### src/rtl/frontmon_pkg.sv
// Shared types and constants for the front-panel monitor scheduler.
// Holds the legal-mode mask, state encodings and the off code.
package frontmon_pkg;

   localparam logic [13:0] LEGAL = 14'h257F;
   localparam logic [3:0] MODE_OFF = 4'd0;

   typedef enum logic [1:0] {
      ST_IDLE   = 2'd0,
      ST_GUARD  = 2'd1,
      ST_ACTIVE = 2'd2
   } state_t;

   // Bit m of the widened mask says whether mode code m is legal.
   function automatic logic is_legal(input logic [3:0] m);
      logic [15:0] lv;
      lv = {1'b0, LEGAL, 1'b0};
      return lv[m];
   endfunction

endpackage

### src/rtl/frontmon_nextmode.sv
// Wrap-around priority search for the next enabled monitor mode.
// Searches cur+1 .. 14, then 1 .. cur; cur=0 starts at mode 1.
module frontmon_nextmode
   import frontmon_pkg::*;
(
   input  logic [3:0]  cur,
   input  logic [13:0] mask,
   output logic [3:0]  nxt,
   output logic        none
);

   logic [4:0]  idx;
   logic [15:0] maskv;

   // Scan from farthest to nearest so the nearest hit wins.
   always_comb begin
      nxt   = MODE_OFF;
      none  = 1'b1;
      idx   = '0;
      maskv = {2'b00, mask};
      for (int k = 14; k >= 1; k--) begin
         idx = 5'(cur) + 5'(k);
         if (idx > 5'd14) idx = idx - 5'd14;
         if (maskv[4'(idx - 5'd1)]) begin
            nxt  = 4'(idx);
            none = 1'b0;
         end
      end
   end

endmodule

### src/rtl/frontmon_sched.sv
// Front-panel monitor mode scheduler: static mode or auto-scan, with a
// zero-code guard between modes. Optional FREEZE support: FRONTMON_FREEZE_EN.
module frontmon_sched
   import frontmon_pkg::*;
#(
   parameter int TMR     = 0,
   parameter int GUARD   = 4,
   parameter int DWELL_W = 16
) (
   input  logic               CLK,
   input  logic               RST,
   input  logic               MODE_WR,
   input  logic [3:0]         MODE_DIN,
   input  logic               SCAN_EN,
   input  logic [13:0]        SCAN_MASK,
   input  logic [DWELL_W-1:0] DWELL,
   input  logic               FREEZE,
   output logic [3:0]         MODECODE,
   output logic               MODE_VALID,
   output logic               SWITCH_STB,
   output logic [3:0]         STAT_MODE
);

   typedef struct packed {
      state_t             st;
      logic [3:0]         cur;
      logic [3:0]         tgt;
      logic [7:0]         gcnt;
      logic [DWELL_W-1:0] dcnt;
      logic [3:0]         stat;
      logic               scan_q;
      logic               stb;
   } ctl_t;

   localparam int CW = $bits(ctl_t);
   localparam logic [7:0] GLOAD = 8'(GUARD);

   ctl_t               q, d;
   logic [CW-1:0]      qv;
   logic [3:0]         stat_n, sd, base, nm, g_tgt;
   logic [13:0]        cand;
   logic [15:0]        candv;
   logic [DWELL_W-1:0] dw;
   logic               none, flip, frz, g_go, go_idle, cnt;

`ifdef FRONTMON_FREEZE_EN
   assign frz = FREEZE;
`else
   logic unused_freeze;
   assign unused_freeze = FREEZE;
   assign frz = 1'b0;
`endif

   if (TMR != 0) begin : g_tmr
      logic [CW-1:0] r0, r1, r2;
      // Three copies of the control state, voted bitwise.
      always_ff @(posedge CLK) begin
         if (RST) begin
            r0 <= '0;
            r1 <= '0;
            r2 <= '0;
         end else begin
            r0 <= d;
            r1 <= d;
            r2 <= d;
         end
      end
      assign qv = (r0 & r1) | (r0 & r2) | (r1 & r2);
   end else begin : g_single
      logic [CW-1:0] r0;
      // Single copy of the control state.
      always_ff @(posedge CLK) begin
         if (RST) r0 <= '0;
         else     r0 <= d;
      end
      assign qv = r0;
   end

   assign q = ctl_t'(qv);

   assign cand  = SCAN_MASK & LEGAL;
   assign candv = {1'b0, cand, 1'b0};
   assign flip  = SCAN_EN != q.scan_q;
   assign dw    = (DWELL == '0) ? DWELL_W'(1) : DWELL;

   assign base = (flip || q.st == ST_IDLE) ? MODE_OFF :
                 (q.st == ST_ACTIVE) ? q.cur : q.tgt;

   frontmon_nextmode u_next (
      .cur  (base),
      .mask (cand),
      .nxt  (nm),
      .none (none)
   );

   // Decide the next state: idle, (re)start guard, count guard, or dwell.
   always_comb begin
      d        = q;
      d.stb    = 1'b0;
      d.scan_q = SCAN_EN;
      stat_n   = MODE_WR ? MODE_DIN : q.stat;
      d.stat   = stat_n;
      sd       = is_legal(stat_n) ? stat_n : MODE_OFF;
      g_go     = 1'b0;
      g_tgt    = MODE_OFF;
      go_idle  = 1'b0;
      cnt      = 1'b0;
      if (!SCAN_EN) begin
         if (sd == MODE_OFF) begin
            go_idle = 1'b1;
         end else if (flip) begin
            g_go  = 1'b1;
            g_tgt = sd;
         end else begin
            unique case (q.st)
               ST_ACTIVE: begin
                  g_go  = q.cur != sd;
                  g_tgt = sd;
               end
               ST_GUARD: begin
                  g_go  = q.tgt != sd;
                  g_tgt = sd;
                  cnt   = q.tgt == sd;
               end
               ST_IDLE: begin
                  g_go  = 1'b1;
                  g_tgt = sd;
               end
               default: go_idle = 1'b1;
            endcase
         end
      end else begin
         g_tgt = nm;
         if (none) begin
            go_idle = 1'b1;
         end else if (flip || q.st == ST_IDLE) begin
            g_go = 1'b1;
         end else begin
            unique case (q.st)
               ST_GUARD: begin
                  g_go = !candv[q.tgt];
                  cnt  = candv[q.tgt];
               end
               ST_ACTIVE: begin
                  if (!candv[q.cur]) begin
                     g_go = 1'b1;
                  end else if (frz) begin
                     d.dcnt = q.dcnt;
                  end else if (q.dcnt <= DWELL_W'(1)) begin
                     if (nm == q.cur) d.dcnt = dw;
                     else             g_go = 1'b1;
                  end else begin
                     d.dcnt = q.dcnt - DWELL_W'(1);
                  end
               end
               default: go_idle = 1'b1;
            endcase
         end
      end
      if (go_idle) begin
         d.st = ST_IDLE;
      end else if (g_go) begin
         d.st   = ST_GUARD;
         d.tgt  = g_tgt;
         d.gcnt = GLOAD;
      end else if (cnt) begin
         if (q.gcnt <= 8'd1) begin
            d.st   = ST_ACTIVE;
            d.cur  = q.tgt;
            d.dcnt = dw;
            d.stb  = 1'b1;
         end else begin
            d.gcnt = q.gcnt - 8'd1;
         end
      end
   end

   assign MODE_VALID = q.st == ST_ACTIVE;
   assign MODECODE   = MODE_VALID ? q.cur : MODE_OFF;
   assign SWITCH_STB = q.stb;
   assign STAT_MODE  = q.stat;

endmodule

### config.mk
export PLATFORM = sky130hd
export DESIGN_NAME = frontmon_sched
export DESIGN_NICKNAME = d
export VERILOG_FILES = /design/src/rtl/frontmon_pkg.sv /design/src/rtl/frontmon_nextmode.sv /design/src/rtl/frontmon_sched.sv
export SDC_FILE = /design/constraint.sdc
export NUM_CORES = 1
export LEC_CHECK = 0
export ABC_AREA = 1
export BUFFER_PORTS_ARGS = -buffer_cell sky130_fd_sc_hd__buf_4
export CAP_MARGIN = 20
export CORE_AREA = 2 2 110 139
export DETAILED_ROUTE_END_ITERATION = 8
export DIE_AREA = 0 0 112 141
export PLACE_DENSITY = 0.7
export SETUP_SLACK_MARGIN = 0.15
export SYNTH_ARGS = -nofsm -noshare
export SYNTH_HDL_FRONTEND = slang
export SYNTH_SLANG_ARGS = --single-unit
### constraint.sdc
create_clock -name CLK -period 15.5 [get_ports CLK]
set_input_delay 3.875 -clock CLK [delete_from_list [all_inputs] [get_ports CLK]]
set_output_delay 3.875 -clock CLK [all_outputs]
set_load 0.01 [all_outputs]
==> impl_results.md <==
- Setup violators final: 0
- Sequential element share of the synthesized area: 11.4%
- Setup crit start kind: primary input
- Final TNS setup: 0 ps
- Final Max Slew Viols: 0
- Period Utilization, post-route: between 60% and 70%
- Largest net degree at the start of global routing: 45
- Period minus WS final: ~10000 ps
- Worst hold path class: reg -> reg
- Synth Warn #: 0
- CTS tree: done
- Crit-path max FO: 44
- Cell mode on critical path: nand2_1
- RSZ-0062 raised after global routing: no
- Met1 wire length: a little over 8000 um
- Nets@finish: roughly 1400
- Top sig layer: met4
- Largest register FFs: 40
- Max-slew headroom: 42.6%
- Post-CTS Resized: 0
- Num CTS Buffers: 5
- Vias in the first global route: roughly 7600
- Synth Cell Area: between 0.007 and 0.008 mm^2
- Final WL: between 20000 and 25000 um
- Drt via density: roughly 5.6
- Max stage delay on crit path: roughly 730 ps
- Met2 wire length: 11100 um
- Via count: slightly above 8000
- Final Instance Count excl. Fillers: between 1000 and 1500
- Count of cell types in the netlist: 64
- Most frequent cells in the layout: nand2_1 (370), nor2_1 (153), inv_1 (126)
- Commonest register cell after synthesis: dfxtp_1
- Total track usage: a little over a quarter
- WP data arrival: around 10000 ps
- Synth-to-Final Area Change: 8.82%
- Clock latency on the worst-skew pair: a little under 300 ps
- GRT Residual Overflow: 0
- Iter 0 DRT Violations: between 600 and 700
- Commonest non-fill, non-tap cell in the layout: nand2_1
- Status: completed
- Synth Register Bits: 40
- I/O pins: 49
- CP required: around 16000 ps
- IO buf count: 43
- Residual DRC: 0
- Ant diodes: 0
- First-pass GRT wire length: around 35000 um
- Flop2flop setup slack: roughly 8400 ps
- H-tree depth: 2
- Critical setup path kind: in -> reg
- Skew final: 7.78 ps
- Syn Inst Count: around 1300
- Leak: 0.00399 uW
- # hold bufs at CTS: 0
- Post-CTS Setup Bufs: 0
- Largest registers: g_single.r0: 40 flops
- GPL Wtd Cong: around 0.97
- Routed Antenna Nets: 0
- Worst-Margin Slew: about 860 ps
- Highest-delay cell along the critical path: ha_1
- Post-DP HPWL: 17000 um
- Syn avg cell area: about 5.5 um^2
- Placed Cells: 1467
- CTS max path bufs: 2
- Async set-reset flop share out of synthesis: 0%
- Row count: 50
- Reg with most FFs: g_single.r0
- Element type at the critical path end: flip-flop
- Die X: 112 um
- Power Dens Cells: around 74 mW/mm^2
- Max-cap viol count: 0
- Clk root buf: clkbuf_16
- Fillers: between 1500 and 2000
- EDFF count, synth: 0
- Die area: approximately 0.016 mm^2
- Maximum VDD drop: between 100 and 150 uV
- Register clock-pin slew on the reported worst setup and hold paths: roughly 60 ps
- Share of cells above drive strength 1: 11.7%
- WL met3: between 1000 and 1500 um
- Initial antenna violation count: 0
- CTS sink cnt: 40
- Fin. Hold Viols: 0
- Starting density of the core: between 40% and 50%
- Core area: approximately 0.015 mm^2
- Fmax: about 99 MHz
- Post-Syn Nets: around 1300
- Avg WL per Cell: 14.8 um
- DR pass1 iterations: 6
- Die Ht: approximately 140 um
## report_power, final
part | internal (uW) | switching (uW) | leakage, uW | total, uW
clock network | 109 | 44.1 | 0.000104 | 153
registers | 106 | 4.98 | 0.000325 | 111
logic | 99.4 | 200 | 0.00356 | 299
total | 314 | 249 | 0.00399 | 563
## per-stage QoR
stage | area (um^2) | hold WS (ps) | util (%) | power (uW) | worst slack, ps
2_1_floorplan | 7010 | 457 | - | 342 | 6890
3_3_place_gp | 7410 | 474 | 50.6 | 404 | 5300
3_5_place_dp | 7410 | 482 | 50.6 | 408 | 5180
4_1_cts | 7630 | 491 | 52.1 | 562 | 5480
5_1_grt | 7630 | 519 | 52.1 | 606 | 4830
6_report | 7630 | 491 | 52.1 | 563 | 5380
## final timing paths
check | cells past startpoint | end | startpoint
setup / recovery | 34 | g_single.r0[19] | SCAN_EN
hold reg to reg | 2 | g_single.r0[23] | g_single.r0[23]
setup reg to reg | 35 | g_single.r0[19] | g_single.r0[38]
hold / removal | 2 | g_single.r0[23] | g_single.r0[23]
## worst max-delay path: cells and delay by family
family | cells | cell delay, ps
AND/OR/NAND/NOR | 20 | 2740
adder cells (fa/ha/maj) | 2 | 1130
AO/OA/AOI/OAI | 6 | 1410
buffers and inverters | 5 | 920
XOR/XNOR | 1 | 170
## cell usage after synthesis (2+ instances only)
| library cell | number | area, um^2 |
|---|---|---|
| o21ai_2 | 11 | 96.3 |
| o21ai_4 | 4 | 65.1 |
| nand3_2 | 5 | 50.1 |
| nor4_1 | 3 | 18.8 |
| xnor2_1 | 23 | 201 |
| ha_1 | 26 | 325 |
| buf_2 | 13 | 65.1 |
| nand4_2 | 2 | 25.0 |
| nand2_2 | 15 | 93.8 |
| buf_4 | 4 | 30.0 |
| nand3b_1 | 3 | 22.5 |
| o31ai_1 | 3 | 22.5 |
| xor2_2 | 5 | 81.3 |
| nor2_2 | 5 | 31.3 |
| o211ai_1 | 8 | 60.1 |
| a21oi_1 | 61 | 305 |
| nor2_4 | 5 | 56.3 |
| nand3_1 | 111 | 556 |
| nand2_1 | 370 | 1390 |
| o21bai_1 | 6 | 45.0 |
| a22oi_1 | 5 | 37.5 |
| buf_6 | 2 | 22.5 |
| o21a_1 | 4 | 30.0 |
| nor3_1 | 9 | 45.0 |
| o22ai_1 | 10 | 62.6 |
| nor2_1 | 153 | 574 |
| xor2_1 | 23 | 201 |
| a31oi_1 | 7 | 43.8 |
| clkinv_1 | 2 | 7.51 |
| dfxtp_1 | 40 | 801 |
| and2_1 | 2 | 12.5 |
| inv_1 | 126 | 473 |
| a21boi_1 | 3 | 22.5 |
| o2111ai_1 | 5 | 43.8 |
| nand4_1 | 12 | 75.1 |
| o21ai_0 | 89 | 445 |
| nand2_4 | 4 | 45.0 |
| clkbuf_1 | 14 | 52.6 |
| o21ai_1 | 25 | 125 |
| a21oi_2 | 2 | 17.5 |
| inv_2 | 29 | 109 |
## layout make-up
cell class	instances	area [um^2]	area share, %
inverters	158	596	7.81
flip-flops and latches	40	801	10.5
clock buffers	5	125	1.64
well taps	182	228	2.98
multi-input cells	1041	5450	71.4
repair buffers	46	345	4.53
clock inverters	3	90.1	1.18
## layer usage
layer	global-route usage, %	vias up
li1	-	4192
met1	30.0	3692
met2	51.1	292
met3	2.36	86
met4	15.1	0
met5	0	-
## cell families after synthesis
group / after synthesis / share of synthesized area, %
muxes: 1 / 0.143
xor gates and xnor gates: 51 / 6.91
adders and majority gates: 26 / 4.64
buffers and inverters: 191 / 10.9
and+or+nand+nor: 711 / 44.4
AOI/OAI and AO/OA: 252 / 21.6
DFF: 40 / 11.4
(Power assumes the default switching activity.)
